**config.mk**
```make
export PLATFORM = sky130hd
export DESIGN_NAME = z80_daisy_irq_multi
export DESIGN_NICKNAME = d
export VERILOG_FILES = /design/src/rtl/z80_daisy_irq_multi.sv
export SDC_FILE = /design/constraint.sdc
export NUM_CORES = 1
export LEC_CHECK = 0
export BUFFER_PORTS_ARGS = -buffer_cell sky130_fd_sc_hd__buf_2
export CORE_UTILIZATION = 49
export DETAILED_ROUTE_END_ITERATION = 10
export GPL_ROUTABILITY_DRIVEN = 1
export PLACE_DENSITY = 0.78
export SYNTH_ARGS = -nofsm -noshare
export SYNTH_HDL_FRONTEND = slang
export SYNTH_SLANG_ARGS = --single-unit
```
**constraint.sdc**
```tcl
create_clock -name CLK -period 1.7 [get_ports CLK]
set_input_delay 0.085 -clock CLK [delete_from_list [all_inputs] [get_ports CLK]]
set_output_delay 0.085 -clock CLK [all_outputs]
set_load 0.01 [all_outputs]
```
**src/rtl/z80_daisy_irq_multi.sv**
```systemverilog
// Z80 mode-2 daisy-chain interrupt controller, NCH channels, fixed priority (ch0 highest).
// Build option IRQ_EDGE_EN: defined = edge-triggered request capture, undefined = level mode.
module z80_daisy_irq_multi #(
  parameter int unsigned NCH = 4,
  parameter int unsigned CW  = 2
) (
  input  logic           CLK,
  input  logic           RESET,
  input  logic [7:0]     DI,
  input  logic           M1_n,
  input  logic           IORQ_n,
  input  logic           RD_n,
  input  logic           IEI,
  output logic           IEO,
  output logic           INT_n,
  input  logic [7:0]     VEC_BASE,
  output logic [7:0]     VECT,
  output logic           VECTEN,
  input  logic [NCH-1:0] INTI,
  input  logic [NCH-1:0] INTEN,
  output logic [NCH-1:0] PEND,
  output logic [NCH-1:0] SRV
);

  typedef enum logic [1:0] {RETI_IDLE, RETI_CB_SEEN, RETI_ED_SEEN} reti_state_t;

  reti_state_t    r_reti_state, w_reti_next;
  logic           w_reti_clr;

  logic [NCH-1:0] r_pend, r_srv;
  logic           r_int_n;
  logic [7:0]     r_vect;
  logic           r_vecten;
  logic [CW-1:0]  r_cand;
  logic           r_cand_vld;
  logic           r_m1_win;
  logic           r_inta_d;
  logic           r_fetch_d;
  logic [7:0]     r_di;

  logic           w_inta, w_fetch, w_fetch_done, w_ack, w_any_elig, w_srv_seen;
  logic [NCH-1:0] w_elig, w_cand_oh, w_srv_lowest, w_pend_next, w_srv_next;
  logic [CW-1:0]  w_top;
  logic [7:0]     w_vec;

  assign w_inta       = ~M1_n & ~IORQ_n;
  assign w_fetch      = ~M1_n & ~RD_n;
  assign w_fetch_done = r_fetch_d & ~w_fetch;

  // A channel is blocked by any in-service channel of equal or higher priority.
  always_comb begin
    w_srv_seen = 1'b0;
    w_elig     = '0;
    w_top      = '0;
    for (int unsigned k = 0; k < NCH; k++) begin
      w_srv_seen = w_srv_seen | r_srv[k];
      w_elig[k]  = r_pend[k] & ~w_srv_seen & IEI;
    end
    for (int unsigned k = NCH; k > 0; k--) begin
      if (w_elig[k-1]) w_top = CW'(k - 1);
    end
  end

  assign w_any_elig   = |w_elig;
  assign w_ack        = w_inta & ~r_inta_d & IEI & r_cand_vld;
  assign w_cand_oh    = NCH'(1) << r_cand;
  assign w_srv_lowest = r_srv & (~r_srv + NCH'(1));

  always_comb begin
    w_vec        = VEC_BASE;
    w_vec[CW:1]  = r_cand;
    w_vec[0]     = 1'b0;
  end

  // RETI decoder: bytes are consumed one cycle after their fetch ends.
  always_ff @(posedge CLK) begin
    if (RESET) r_reti_state <= RETI_IDLE;
    else       r_reti_state <= w_reti_next;
  end

  always_comb begin
    w_reti_next = r_reti_state;
    if (w_fetch_done) begin
      case (r_reti_state)
        RETI_IDLE: begin
          if (r_di == 8'hCB)      w_reti_next = RETI_CB_SEEN;
          else if (r_di == 8'hED) w_reti_next = RETI_ED_SEEN;
        end
        RETI_CB_SEEN: w_reti_next = RETI_IDLE;
        RETI_ED_SEEN: begin
          if (r_di == 8'hED) w_reti_next = RETI_ED_SEEN;
          else               w_reti_next = RETI_IDLE;
        end
        default: w_reti_next = RETI_IDLE;
      endcase
    end
  end

  always_comb begin
    w_reti_clr = w_fetch_done & (r_reti_state == RETI_ED_SEEN) & (r_di == 8'h4D) & IEI;
  end

`ifdef IRQ_EDGE_EN
  logic [NCH-1:0] r_inti_d;

  always_ff @(posedge CLK) begin
    if (RESET) r_inti_d <= '0;
    else       r_inti_d <= INTI;
  end

  assign w_pend_next = (r_pend | (INTI & ~r_inti_d)) & INTEN & ~(w_ack ? w_cand_oh : '0);
`else
  assign w_pend_next = INTI & INTEN;
`endif

  assign w_srv_next = (r_srv & ~(w_reti_clr ? w_srv_lowest : '0)) | (w_ack ? w_cand_oh : '0);

  always_ff @(posedge CLK) begin
    if (RESET) begin
      r_pend     <= '0;
      r_srv      <= '0;
      r_int_n    <= 1'b1;
      r_vect     <= '0;
      r_vecten   <= 1'b0;
      r_cand     <= '0;
      r_cand_vld <= 1'b0;
      r_m1_win   <= 1'b0;
      r_inta_d   <= 1'b0;
      r_fetch_d  <= 1'b0;
      r_di       <= '0;
    end else begin
      r_pend    <= w_pend_next;
      r_srv     <= w_srv_next;
      r_int_n   <= ~w_any_elig;
      r_inta_d  <= w_inta;
      r_fetch_d <= w_fetch;
      if (w_fetch) r_di <= DI;
      // Candidate is frozen at the start of M1 and held for the whole M1 window.
      if (M1_n) begin
        r_m1_win   <= 1'b0;
        r_cand_vld <= 1'b0;
      end else if (!r_m1_win && IORQ_n) begin
        r_m1_win   <= 1'b1;
        r_cand     <= w_top;
        r_cand_vld <= w_any_elig;
      end
      if (w_ack) begin
        r_vect   <= w_vec;
        r_vecten <= 1'b1;
      end else if (!w_inta) begin
        r_vecten <= 1'b0;
      end
    end
  end

  assign IEO    = IEI & ~|r_srv & ~(r_m1_win & r_cand_vld)
                & ~(|r_pend & M1_n & (r_reti_state != RETI_ED_SEEN));
  assign INT_n  = r_int_n;
  assign VECT   = r_vect;
  assign VECTEN = r_vecten;
  assign PEND   = r_pend;
  assign SRV    = r_srv;

endmodule

```
# [Word level (Yosys, flattened, before mapping)]
# Cells that the tools add are included.
[totals] register_bits=33 elab_cells=87 output_inout_bits=19 input_bits=30
[op_classes] n_eq_ne=7 mux=12 n_bitwise=44 n_reduce_logical=10 addsub=1 n_shift=1
[ops] op="1-bit bitwise AND" count=23
[ops] op="8-bit equality test (second input constant)" count=2
[ops] op="2-bit 2-to-1 mux" count=7
[ops] op="4-bit bitwise AND" count=3
[ops] op="1-bit NOT" count=12
[ops] op="4-bit OR reduction" count=3
[ops] op="8-bit by 7-bit equality test with 1-bit output (second input constant)" count=1
[ops] op="4-bit 2-to-1 mux" count=2
[ops] op="4-bit NOT" count=2
[ops] op="4-bit by 1-bit adder with 4-bit output (second input constant)" count=1
[ops] op="4-bit OR" count=1
[ops] op="2-bit one-hot mux with 2 select lines" count=1
[ops] op="2-bit AND reduction" count=2
[ops] op="1-bit by 2-bit << shifter with 4-bit output (first input constant)" count=1
[ops] op="3-bit != test (second input constant)" count=1
[ops] op="1-bit OR" count=3
[ops] op="2-bit equality test (second input constant)" count=1
[ops] op="1-bit zero test" count=2
[ops] op="2-bit zero test" count=1
[ops] op="1-bit 2-to-1 mux" count=2
[ops] op="2-bit by 1-bit != test with 1-bit output (second input constant)" count=1
[ops] op="2-bit != test (second input constant)" count=1
[ops] op="2-bit OR reduction" count=1
[ops] op="1-bit logical AND" count=1

# [Logic depth before layout (Yosys ltp)]
[logic_depth] ltp_word=11 mapped_depth=5 ltp_nobuf=3

# [Worst setup path before layout]
# Ideal clock, no wire load.
[synth_path] kind="register to register" start="reg r_di[2]" end="reg r_reti_state[0]" setup_time_ps=70 period_less_slack_ps=1382 t_required_ps=1630 path_stages_with_launch=4 path_buffers=0 arrival_time_ps=1311 path_slack_ps=318 cell_sequence="dfxtp_1 -> or4b_1 -> or4_1 -> a21oi_1"
[synth_between] elab_chain_len=3 word_cells_on_any_way=6 cone_classes="3 x eq/ne; 2 x mux; 1 x reduce/logical"
[synth_rtl] item="start: declaration" line="39" rtl="logic [7:0] r_di;"
[synth_rtl] item="start signal: assignment" line="130" rtl="r_di <= '0;"
[synth_rtl] item="start signal: assignment" line="137" rtl="if (w_fetch) r_di <= DI;"
[synth_rtl] item="8-bit equality test, on equally long branches" line="86, 87"
[synth_rtl] item="2-bit 2-to-1 mux or 3-bit != test (tied branches)"
[synth_rtl] item="2-bit one-hot mux with 2 select lines or 2-bit AND reduction (tied branches)"
[synth_rtl] item="end signal: assignment" line="78" rtl="else r_reti_state <= w_reti_next;"
[synth_rtl] item="end: declaration" line="27" rtl="reti_state_t r_reti_state, w_reti_next;"
# Several ways; a longest one is shown, not always the timed one.
# A chain may end at the register's enable or synchronous reset.

# [Final worst setup path]
[layout_path] start="reg r_srv[1] (netlist: SRV[1])" end="out IEO"
[layout_between] elab_chain_len=5
[layout_rtl] item="start: declaration" line="30" rtl="logic [NCH-1:0] r_pend, r_srv;"
[layout_rtl] item="start signal: assignment" line="133" rtl="r_srv <= w_srv_next;"
[layout_rtl] item="4-bit OR reduction" line="156" rtl="assign IEO = IEI & ~|r_srv & ~(r_m1_win & r_cand_vld)"
[layout_rtl] item="1-bit zero test" line="156"
[layout_rtl] item="1-bit bitwise AND (2 in series)" line="156"
[layout_rtl] item="1-bit bitwise AND" line="157" rtl="& ~(|r_pend & M1_n & (r_reti_state != RETI_ED_SEEN));"
[layout_rtl] item="end: declaration" line="14" rtl="output logic IEO,"
# No other way between the ends.

==> reports/metrics.yaml <==
status: "finished clean"
avgSynthCellArea_um2: 8.49
highest_layer: "met4"
synth_area_leader_cell: "dfxtp_1"
setup_viol: 0
viasPerCell: 5.63
synth_cell_types: 39
chipWidth_um: 55.8
ctsResizeCount: 0
yosysMostFrequentCell: "dfxtp_1"
peakVddDrop_uv: 680
cts-buffers-inserted: 5
synth.area.mux_share_pct: 0
synth_cells: 167
met3_length_um: 190
drtIter0Drc: 36
critical_path_class: "reg2out"
dr.pass1.iters: 4
yosysSeqAreaShare_pct: 46.6
cts_setup_buffers: 0
start_kind: "flip-flop"
die-area_um2: 3110
initial_core_util_pct: 51.4
synthesis.area_um2: 1420
crit_fanout: 8
max_slew_margin_pct: 57.2
dp_hpwl_um: 2370
io_buffer_count: 44
arrival_ns: 1.51
mappedNetlistNets: 197
layout_worst_path_cycle_share_pct: 94.0
slowest_stage: "nor4b_1"
crit_required_ns: 1.62
synth_compound_area_share_pct: 18.8
first_global_vias: 1411
synth-edff-count: 0
grt_start_max_net_pins: 38
preCtsSetupSlack_ns: 0.236
grt_setup_unrepaired: "false"
synthAdderAreaFrac_pct: 0
vias: 1486
overflow: 0
end_kind: "output pin"
clock-root-buffer: "clkbuf_4"
antenna_found_initial: 0
place_congestion: 0.840
path_clk_slew_ns: 0.09
wl_met2_um: 1830
synth-simple-area-share_pct: 31.0
cts_max_level: 2
dieHeight_um: 55.8
tritoncts: "built"
coreArea_um2: 2760
synthTopCellsByArea: "dfxtp_1, a21oi_1, nand2_1, o21ai_1, nor2b_1"
setup_slack_ns: 0.101
synth_top_area_share_pct: 46.6
yosysWarnings: 0
slowest_delay_ns: 0.42
hold_buffers: 21
drive_above_1_share_pct: 25.3
power_density_nw_per_um2: 731
clkSinkCount: 33
layout.nets: 262
async_reset_ff_share_pct: 0
clock_latency_ns: 0.34
min_period_ns: 1.60
antenna_cells: 0
ios: 49
grtUsageTotal_pct: 25.0
max-cap-violations: 0
wl_per_cell_um: 13.5
finalSetupTns_ns: 0
tightest_slew_ns: 0.640
drt.antenna.violating_nets: 0
skew_ns: 0.00469
synth_xor_xnor_area_share_pct: 0
timing.fmax_ghz: 0.626
drt-met1-wl_um: 1450
finalMaxSlewViolations: 0
ys.flop_type: "dfxtp_1"
drc_errors: 0
routed_wl_um: 3560
grt_first_pass_wirelength_um: 6040
synthTopCellsByCount: "dfxtp_1, nand2_1, a21oi_1"
ys_ff_latch: 33
clk_path_buf_depth: 2
synth_top_family_by_area: "simple AND/OR/NAND/NOR gates"
row_count: 19
finish.utilization_pct: 69.4
path_cells: "nor4b_1 -> o311a_1 -> buf_2"
syn2layout_area_growth_pct: 35.0
power_leakage_uw: 0.000787
hold_viol: 0
min_path_type: "in2reg"
final cells by class:
class,instances,area [um^2]
Clock buffer,6,41.3
Sequential cell,33,661
Tap cell,31,38.8
Inverter,2,7.51
Clock inverter,2,10.0
Timing Repair Buffer,67,445
Fill cell,230,845
Multi-Input combinational cell,123,709
where the power goes:
group          leakage [uW]  switching, uW  internal (uW)
Combinational      0.000486           80.2           89.3
Sequential         0.000268           16.4            792
Clock             0.0000320            263            157
critical path, delay by kind of cell (launching register included):
kind / cells / cell delay (ns)
buffers and inverters: 1 / 0.12
DFF: 1 / 0.40
and+or+nand+nor: 1 / 0.42
AOI/OAI and AO/OA: 1 / 0.23
cells in the final DEF (no fill, tap or decap), types with 4 or more instances in the layout:
cell           synthesis  routed
dlygate4sd3_1          0      21
nor2b_1                8       8
clkbuf_4               0       5
buf_2                  2      44
nand2_1               25      25
dfxtp_1               33      33
nor2_1                 9       9
o21ai_1               11      11
a21oi_1               19      19
nand3_1                9       9
nand2b_1               4       4
logic make-up (layout without fill, tap and decap cells):
| group | count (synthesis) | after routing |
|---|---|---|
| DFF | 33 | 33 |
| other | 1 | 1 |
| and+or+nand+nor | 77 | 77 |
| buffers and inverters | 11 | 77 |
| AOI/OAI and AO/OA | 45 | 45 |
worst paths after layout:
path              cells past startpoint                          from                   end  slack (ns)
setup reg to reg                      3  r_reti_state[0]$_SDFFE_PP0P_     SRV[1]$_SDFF_PP0_        0.22
hold / removal                        2                        IORQ_n   r_inta_d$_SDFF_PP0_        0.02
setup / recovery                      3             SRV[1]$_SDFF_PP0_                   IEO        0.10
hold reg to reg                       2          r_di[6]$_SDFFE_PP0P_  r_di[6]$_SDFFE_PP0P_        0.46
flip-flops by register name (all words and copies together) (netlist names):
register / cells
r_inta_d: 1
r_fetch_d: 1
r_m1_win: 1
VECT: 7
r_di: 8
INT_n: 1
r_cand_vld: 1
VECTEN: 1
PEND: 4
r_cand: 2
r_reti_state: 2
SRV: 4
stage by stage:
stage	area, um^2	hold WS, ns	power, uW	cells
finish	1910	0.0151	1400	264
global placement	1650	0.298	951	235
global route	1910	0.0145	1470	264
CTS	1910	0.0127	1410	264
floorplan	1420	0.173	901	167
detailed placement	1650	0.303	956	235
metal layers:
layer  vias up  track usage [%]
met1       710             28.4
met4         0             13.2
met5         -                0
met2        39             42.3
met3        10             6.98
li1        727                -
(Power assumes the default switching activity.)
